$ cat config.mk
export PLATFORM = sky130hd
export DESIGN_NAME = pipeline_controller
export DESIGN_NICKNAME = d
export VERILOG_FILES = /design/src/rtl/pipeline_controller_pkg.sv /design/src/rtl/pipeline_controller_sat_counter.sv /design/src/rtl/pipeline_controller.sv
export SDC_FILE = /design/constraint.sdc
export NUM_CORES = 1
export LEC_CHECK = 0
export BUFFER_PORTS_ARGS = -buffer_cell sky130_fd_sc_hd__buf_2
export CAP_MARGIN = 10
export CORE_MARGIN = 3
export CORE_UTILIZATION = 53
export CTS_CLUSTER_SIZE = 16
export DETAILED_ROUTE_END_ITERATION = 16
export PLACE_DENSITY = 0.87
export REMOVE_ABC_BUFFERS = 1
export SLEW_MARGIN = 40
export SYNTH_ARGS = -nofsm -noshare
export SYNTH_HDL_FRONTEND = slang
export SYNTH_SLANG_ARGS = --single-unit
export TNS_END_PERCENT = 100
$ cat constraint.sdc
create_clock -name clk -period 5.1 [get_ports clk]
set_input_delay 0.51 -clock clk [delete_from_list [all_inputs] [get_ports clk]]
set_output_delay 0.51 -clock clk [all_outputs]
set_load 0.005 [all_outputs]
$ cat src/rtl/pipeline_controller_pkg.sv
// Shared types and defaults for the 5-stage pipeline sequencer.
package pipeline_controller_pkg;

  typedef enum logic [1:0] {
    RUN     = 2'd0,
    LDSTALL = 2'd1,
    MEMWAIT = 2'd2,
    HALT    = 2'd3
  } pipe_state_t;

  typedef struct packed {
    logic en;
    logic flush;
  } stage_ctrl_t;

  localparam int unsigned DEF_MEM_TIMEOUT = 64;
  localparam int unsigned DEF_CNT_W       = 32;

  localparam int unsigned N_STAGES = 5;
  localparam logic [2:0] ST_PC    = 3'd0;
  localparam logic [2:0] ST_IFID  = 3'd1;
  localparam logic [2:0] ST_IDEX  = 3'd2;
  localparam logic [2:0] ST_EXMEM = 3'd3;
  localparam logic [2:0] ST_MEMWB = 3'd4;

  function automatic stage_ctrl_t stage_ctrl(input logic en, input logic flush);
    stage_ctrl_t c;
    c.en    = en;
    c.flush = flush;
    return c;
  endfunction

endpackage

$ cat src/rtl/pipeline_controller_sat_counter.sv
// Saturating up-counter with synchronous clear; holds at all-ones.
module sat_counter #(
  parameter int unsigned WIDTH = 32
) (
  input  logic             clk,
  input  logic             i_clear,
  input  logic             i_inc,
  output logic [WIDTH-1:0] o_count
);

  logic [WIDTH-1:0] r_count;

  always_ff @(posedge clk) begin
    if (i_clear) begin
      r_count <= '0;
    end else if (i_inc && (r_count != '1)) begin
      r_count <= r_count + WIDTH'(1);
    end
  end

  assign o_count = r_count;

endmodule

$ cat src/rtl/pipeline_controller.sv
// Pipeline sequencer: per-stage enables/flushes from stall, branch and memory
// handshake, plus halt sequencing, memory timeout and performance counters.
module pipeline_controller
  import pipeline_controller_pkg::*;
#(
  parameter int unsigned MEM_TIMEOUT = DEF_MEM_TIMEOUT,
  parameter int unsigned CNT_W       = DEF_CNT_W
) (
  input  logic             clk,
  input  logic             rst,
  input  logic             stall_req,
  input  logic             branch_taken,
  input  logic             mem_req,
  input  logic             mem_ready,
  input  logic             halt_wb,
  output logic             en_pc,
  output logic             en_ifid,
  output logic             en_idex,
  output logic             en_exmem,
  output logic             en_memwb,
  output logic             flush_ifid,
  output logic             flush_idex,
  output logic             flush_exmem,
  output logic             halted,
  output logic             mem_error,
  output logic [CNT_W-1:0] cycle_count,
  output logic [CNT_W-1:0] stall_count,
  output logic [CNT_W-1:0] flush_count
);

  localparam int unsigned       WAIT_W    = $clog2(MEM_TIMEOUT + 1);
  localparam logic [WAIT_W-1:0] WAIT_LAST = WAIT_W'(MEM_TIMEOUT - 1);

  pipe_state_t                          r_state, w_next;
  logic        [WAIT_W-1:0]             r_wait_cnt, w_wait_nxt;
  logic                                 r_halted, r_mem_error, r_stall_hold;
  logic                                 w_mem_wait, w_use_run, w_allow_stall, w_bubble;
  logic                                 w_err_set, w_stall_inc, w_flush_inc, w_clear;
  stage_ctrl_t [N_STAGES-1:0]           w_ctrl;
  logic                                 w_unused;

  assign w_mem_wait = mem_req & ~mem_ready;

  always_comb begin
    w_next        = r_state;
    w_wait_nxt    = r_wait_cnt;
    w_use_run     = 1'b0;
    w_allow_stall = 1'b0;
    w_bubble      = 1'b0;
    w_err_set     = 1'b0;
    w_stall_inc   = 1'b0;
    w_flush_inc   = 1'b0;
    w_ctrl        = '0;

    unique case (r_state)
      RUN:     begin
        w_use_run     = 1'b1;
        w_allow_stall = ~r_stall_hold;
      end
      LDSTALL: w_use_run = 1'b1;
      MEMWAIT: begin
        if (!w_mem_wait) begin
          w_use_run     = 1'b1;
          w_allow_stall = ~r_stall_hold;
        end else begin
          w_stall_inc = 1'b1;
          // The wait counter already holds the cycles spent; this is the last allowed one.
          if (r_wait_cnt >= WAIT_LAST) begin
            w_next    = HALT;
            w_err_set = 1'b1;
          end else begin
            w_wait_nxt = r_wait_cnt + WAIT_W'(1);
          end
        end
      end
      default: ;
    endcase

    if (w_use_run) begin
      if (halt_wb) begin
        w_next = HALT;
      end else if (w_mem_wait) begin
        w_next      = MEMWAIT;
        w_wait_nxt  = WAIT_W'(1);
        w_stall_inc = 1'b1;
      end else if (branch_taken) begin
        // A stall raised alongside a taken branch belongs to the wrong path.
        w_ctrl                = {N_STAGES{stage_ctrl(1'b1, 1'b0)}};
        w_ctrl[ST_IFID].flush  = 1'b1;
        w_ctrl[ST_IDEX].flush  = 1'b1;
        w_ctrl[ST_EXMEM].flush = 1'b1;
        w_flush_inc           = 1'b1;
        w_next                = RUN;
      end else if (stall_req && w_allow_stall) begin
        w_ctrl[ST_EXMEM] = stage_ctrl(1'b1, 1'b1);
        w_ctrl[ST_MEMWB] = stage_ctrl(1'b1, 1'b0);
        w_bubble         = 1'b1;
        w_stall_inc      = 1'b1;
        w_next           = LDSTALL;
      end else begin
        w_ctrl = {N_STAGES{stage_ctrl(1'b1, 1'b0)}};
        w_next = RUN;
      end
    end
  end

  always_ff @(posedge clk) begin
    if (!rst) begin
      r_state      <= RUN;
      r_wait_cnt   <= '0;
      r_halted     <= 1'b0;
      r_mem_error  <= 1'b0;
      r_stall_hold <= 1'b0;
    end else begin
      r_state      <= w_next;
      r_wait_cnt   <= w_wait_nxt;
      r_halted     <= (w_next == HALT);
      r_mem_error  <= r_mem_error | w_err_set;
      // A request still high since its bubble is the same hazard; never bubble it twice.
      r_stall_hold <= stall_req & (w_bubble | r_stall_hold);
    end
  end

  assign en_pc       = rst & w_ctrl[ST_PC].en;
  assign en_ifid     = rst & w_ctrl[ST_IFID].en;
  assign en_idex     = rst & w_ctrl[ST_IDEX].en;
  assign en_exmem    = rst & w_ctrl[ST_EXMEM].en;
  assign en_memwb    = rst & w_ctrl[ST_MEMWB].en;
  assign flush_ifid  = rst & w_ctrl[ST_IFID].flush;
  assign flush_idex  = rst & w_ctrl[ST_IDEX].flush;
  assign flush_exmem = rst & w_ctrl[ST_EXMEM].flush;
  assign halted      = r_halted;
  assign mem_error   = r_mem_error;
  assign w_unused    = ^{w_ctrl[ST_PC].flush, w_ctrl[ST_MEMWB].flush};

  assign w_clear = ~rst;

  sat_counter #(.WIDTH(CNT_W)) u_cycle_cnt (
    .clk    (clk),
    .i_clear(w_clear),
    .i_inc  (~r_halted),
    .o_count(cycle_count)
  );

  sat_counter #(.WIDTH(CNT_W)) u_stall_cnt (
    .clk    (clk),
    .i_clear(w_clear),
    .i_inc  (w_stall_inc),
    .o_count(stall_count)
  );

  sat_counter #(.WIDTH(CNT_W)) u_flush_cnt (
    .clk    (clk),
    .i_clear(w_clear),
    .i_inc  (w_flush_inc),
    .o_count(flush_count)
  );

endmodule

==> flow_summary.json <==
{
  "yosys.area.top_type": "dfxtp_1",
  "synthTopCellsByArea": "dfxtp_1 39%, a21oi_1 5.9%, nand2_1 4.8%",
  "drt-initial-drc-count": 488,
  "place_ws_ns": 2.40,
  "hold_path.startpoint": "stall_req",
  "worst_hold_slack_ns": 0.408,
  "synth_top_family_by_area": "simple AND/OR/NAND/NOR gates",
  "synth-adder-area-share": 0.00911,
  "power.leakage_nw": 2.32,
  "grt_pass1_vias": 5250,
  "timing.fmax_mhz": 375,
  "cts_resized": 0,
  "fin_crit_ns": 2.67,
  "synth_area_um2": 5490,
  "grt_max_degree": 52,
  "antenna_found_initial": 0,
  "worstPathMaxFanout": 8,
  "cts_tree": "built",
  "swShare": 0.238,
  "track_usage": 0.245,
  "cts-htree-levels": 3,
  "clk_pin_slew_ns": 0.10,
  "cp.required_ns": 4.59,
  "setup_violations": 0,
  "clk_path_buf_depth": 2,
  "combPwrFrac": 0.051,
  "async_flop_share": 0,
  "die_w_um": 108,
  "syn_inst": 670,
  "synth_xor_area_frac": 0.0239,
  "hold_viol": 0,
  "syn2layout_area_growth_pct": 15.6,
  "pwr-share-clk": 0.362,
  "die-area_um2": 11600,
  "synth.avg_cell_area_um2": 8.20,
  "worst_slack_ns": 2.43,
  "diodes": 0,
  "synthSimpleGateAreaFrac": 0.323,
  "gp_congestion": 0.921,
  "muxShareOfSynthArea": 0.0294,
  "post_cts_buffers": 0,
  "fin_nets": 778,
  "drc": 0,
  "slew_headroom": 0.495,
  "ys_warn_count": 0,
  "wirelength_um": 14400,
  "vias_per_cell": 6.36,
  "worst_clock_skew_ns": 0.0147,
  "synth_edf_count": 0,
  "yosys_most_used_dff": "dfxtp_1",
  "worstMarginPinSlew_ns": 0.755,
  "cp-startpoint": "r_state[0]$_SDFF_PN0_",
  "slew_violations": 0,
  "wl_per_cell_um": 15.9,
  "initial_core_util": 0.554,
  "hp-class": "in -> reg",
  "yosysMostFrequentCell": "dfxtp_1",
  "final_cell_count_no_fill": 905,
  "powerDensity_nw_per_um2": 231,
  "dr.pass1.iters": 6,
  "r2r-start": "r_state[0]$_SDFF_PN0_",
  "synth.top_cell.area_share": 0.394,
  "vdd_drop_max_uv": 126,
  "ant_nets": 0,
  "yosysSeqAreaShare": 0.394,
  "rsz0062_at_grt": "no",
  "drv_cap": 0,
  "outcome": "finished, final reports clean",
  "min_period_over_period": 0.523,
  "hold_buffers": 0,
  "ys_types": 53,
  "worst_skew_pair.late_latency_ns": 0.36,
  "crit_type": "reg -> out",
  "via_count": 5756,
  "ios": 113,
  "pwr-share-seq": 0.587,
  "crit_path_end_kind": "output pin",
  "coreArea_um2": 9910,
  "p_sw_uw": 350,
  "synth_seq_cells": 108,
  "power_mw": 1.47,
  "clockRootBuffer": "clkbuf_8",
  "internal_power_mw": 1.12,
  "dieHeight_um": 108,
  "startpoint_type": "flip-flop",
  "grt_pass1_wl_um": 23900,
  "rows": 36,
  "tns_ns": 0,
  "placedCellCount": 888,
  "hpwl_um": 10300,
  "overflow": 0,
  "synth_compound_area_frac": 0.184,
  "io_buffer_count": 112,
  "cp_data_arrival_time_ns": 2.16,
  "synth_common_cells": "108 x dfxtp_1, 70 x nand2_1, 65 x a21oi_1, 36 x nor2_1",
  "cts_buffers": 9,
  "drive_gt1_frac": 0.190,
  "cts.sinks": 108
}
[worst paths after layout]
| path | slack (ns) | depth (start not counted) | endpoint |
|---|---|---|---|
| setup / recovery | 2.43 | 5 | en_pc |
| hold / removal | 0.41 | 3 | r_stall_hold$_SDFF_PN0_ |
| setup reg to reg | 2.55 | 6 | u_stall_cnt.o_count[16]$_SDFFE_PN0P_ |
| hold reg to reg | 0.47 | 2 | r_wait_cnt[5]$_SDFF_PN0_ |
[cell families (layout without fill, tap and decap cells)]
group / count (synthesis) / in the layout
AND/OR/NAND/NOR: 318 / 318
XOR/XNOR: 15 / 15
AO/OA/AOI/OAI: 160 / 160
adder cells (fa/ha/maj): 4 / 4
buffers and inverters: 49 / 151
multiplexers: 16 / 16
flip-flops: 108 / 108
[final cells by class]
type	instances	area (um^2)
timing repair buffer	119	611
tap	133	166
clock buffer	11	141
multi-input combinational	513	3140
clock inverter	5	61.3
fill	856	3560
inverter	16	61.3
sequential	108	2160
[registers in the layout (all words and copies together) (netlist names)]
signal               cells
r_wait_cnt               7
u_flush_cnt.o_count     32
u_stall_cnt.o_count     32
r_stall_hold             1
r_state                  2
u_cycle_cnt.o_count     32
halted                   1
mem_error                1
[routing by layer]
layer,track usage,up-vias,wire length (um)
li1,-,2727,-
met5,0,-,0
met3,0.0330,36,1070
met1,0.309,2722,6080
met4,0.101,0,309
met2,0.421,271,6980
[cells in the final DEF (no fill, tap or decap), types with 4 or more instances in the layout]
cell	n
buf_2	112
nand3_1	35
or4_1	35
a21oi_1	65
mux2i_1	15
or3_1	30
nor4_1	7
o41ai_1	4
xor2_1	6
and2_1	4
o31ai_1	32
nand2_1	70
inv_1	15
ha_1	4
dfxtp_1	108
clkbuf_8	10
nor3_1	15
nand2b_1	18
and4_1	9
nor2_1	36
nand4_1	29
nand3b_1	5
and3_1	13
xnor2_1	9
buf_4	6
o21ai_0	32
[worst max-delay path, stage by stage (launching register included)]
cell and delay (ns):
dfxtp_1 0.40, and2_1 0.21, nor3_1 0.49, nand2_1 0.22
a21oi_1 0.30, buf_2 0.17
[metrics by stage]
stage / utilization / area (um^2)
after floorplan: - / 5350
after global placement: 0.617 / 6120
after detailed placement: 0.617 / 6120
after CTS: 0.638 / 6320
after global routing: 0.641 / 6350
final: 0.641 / 6350
[power groups by stage]
stage / Sequential, mW / Clock [mW] / Combinational [mW]
after floorplan: 0.878 / 0 / 0.0407
after global placement: 0.880 / 0 / 0.0705
after detailed placement: 0.881 / 0 / 0.0740
after CTS: 0.861 / 0.541 / 0.0741
after global routing: 0.863 / 0.575 / 0.0835
final: 0.861 / 0.531 / 0.0748
Power figures use the tool's default switching activity.
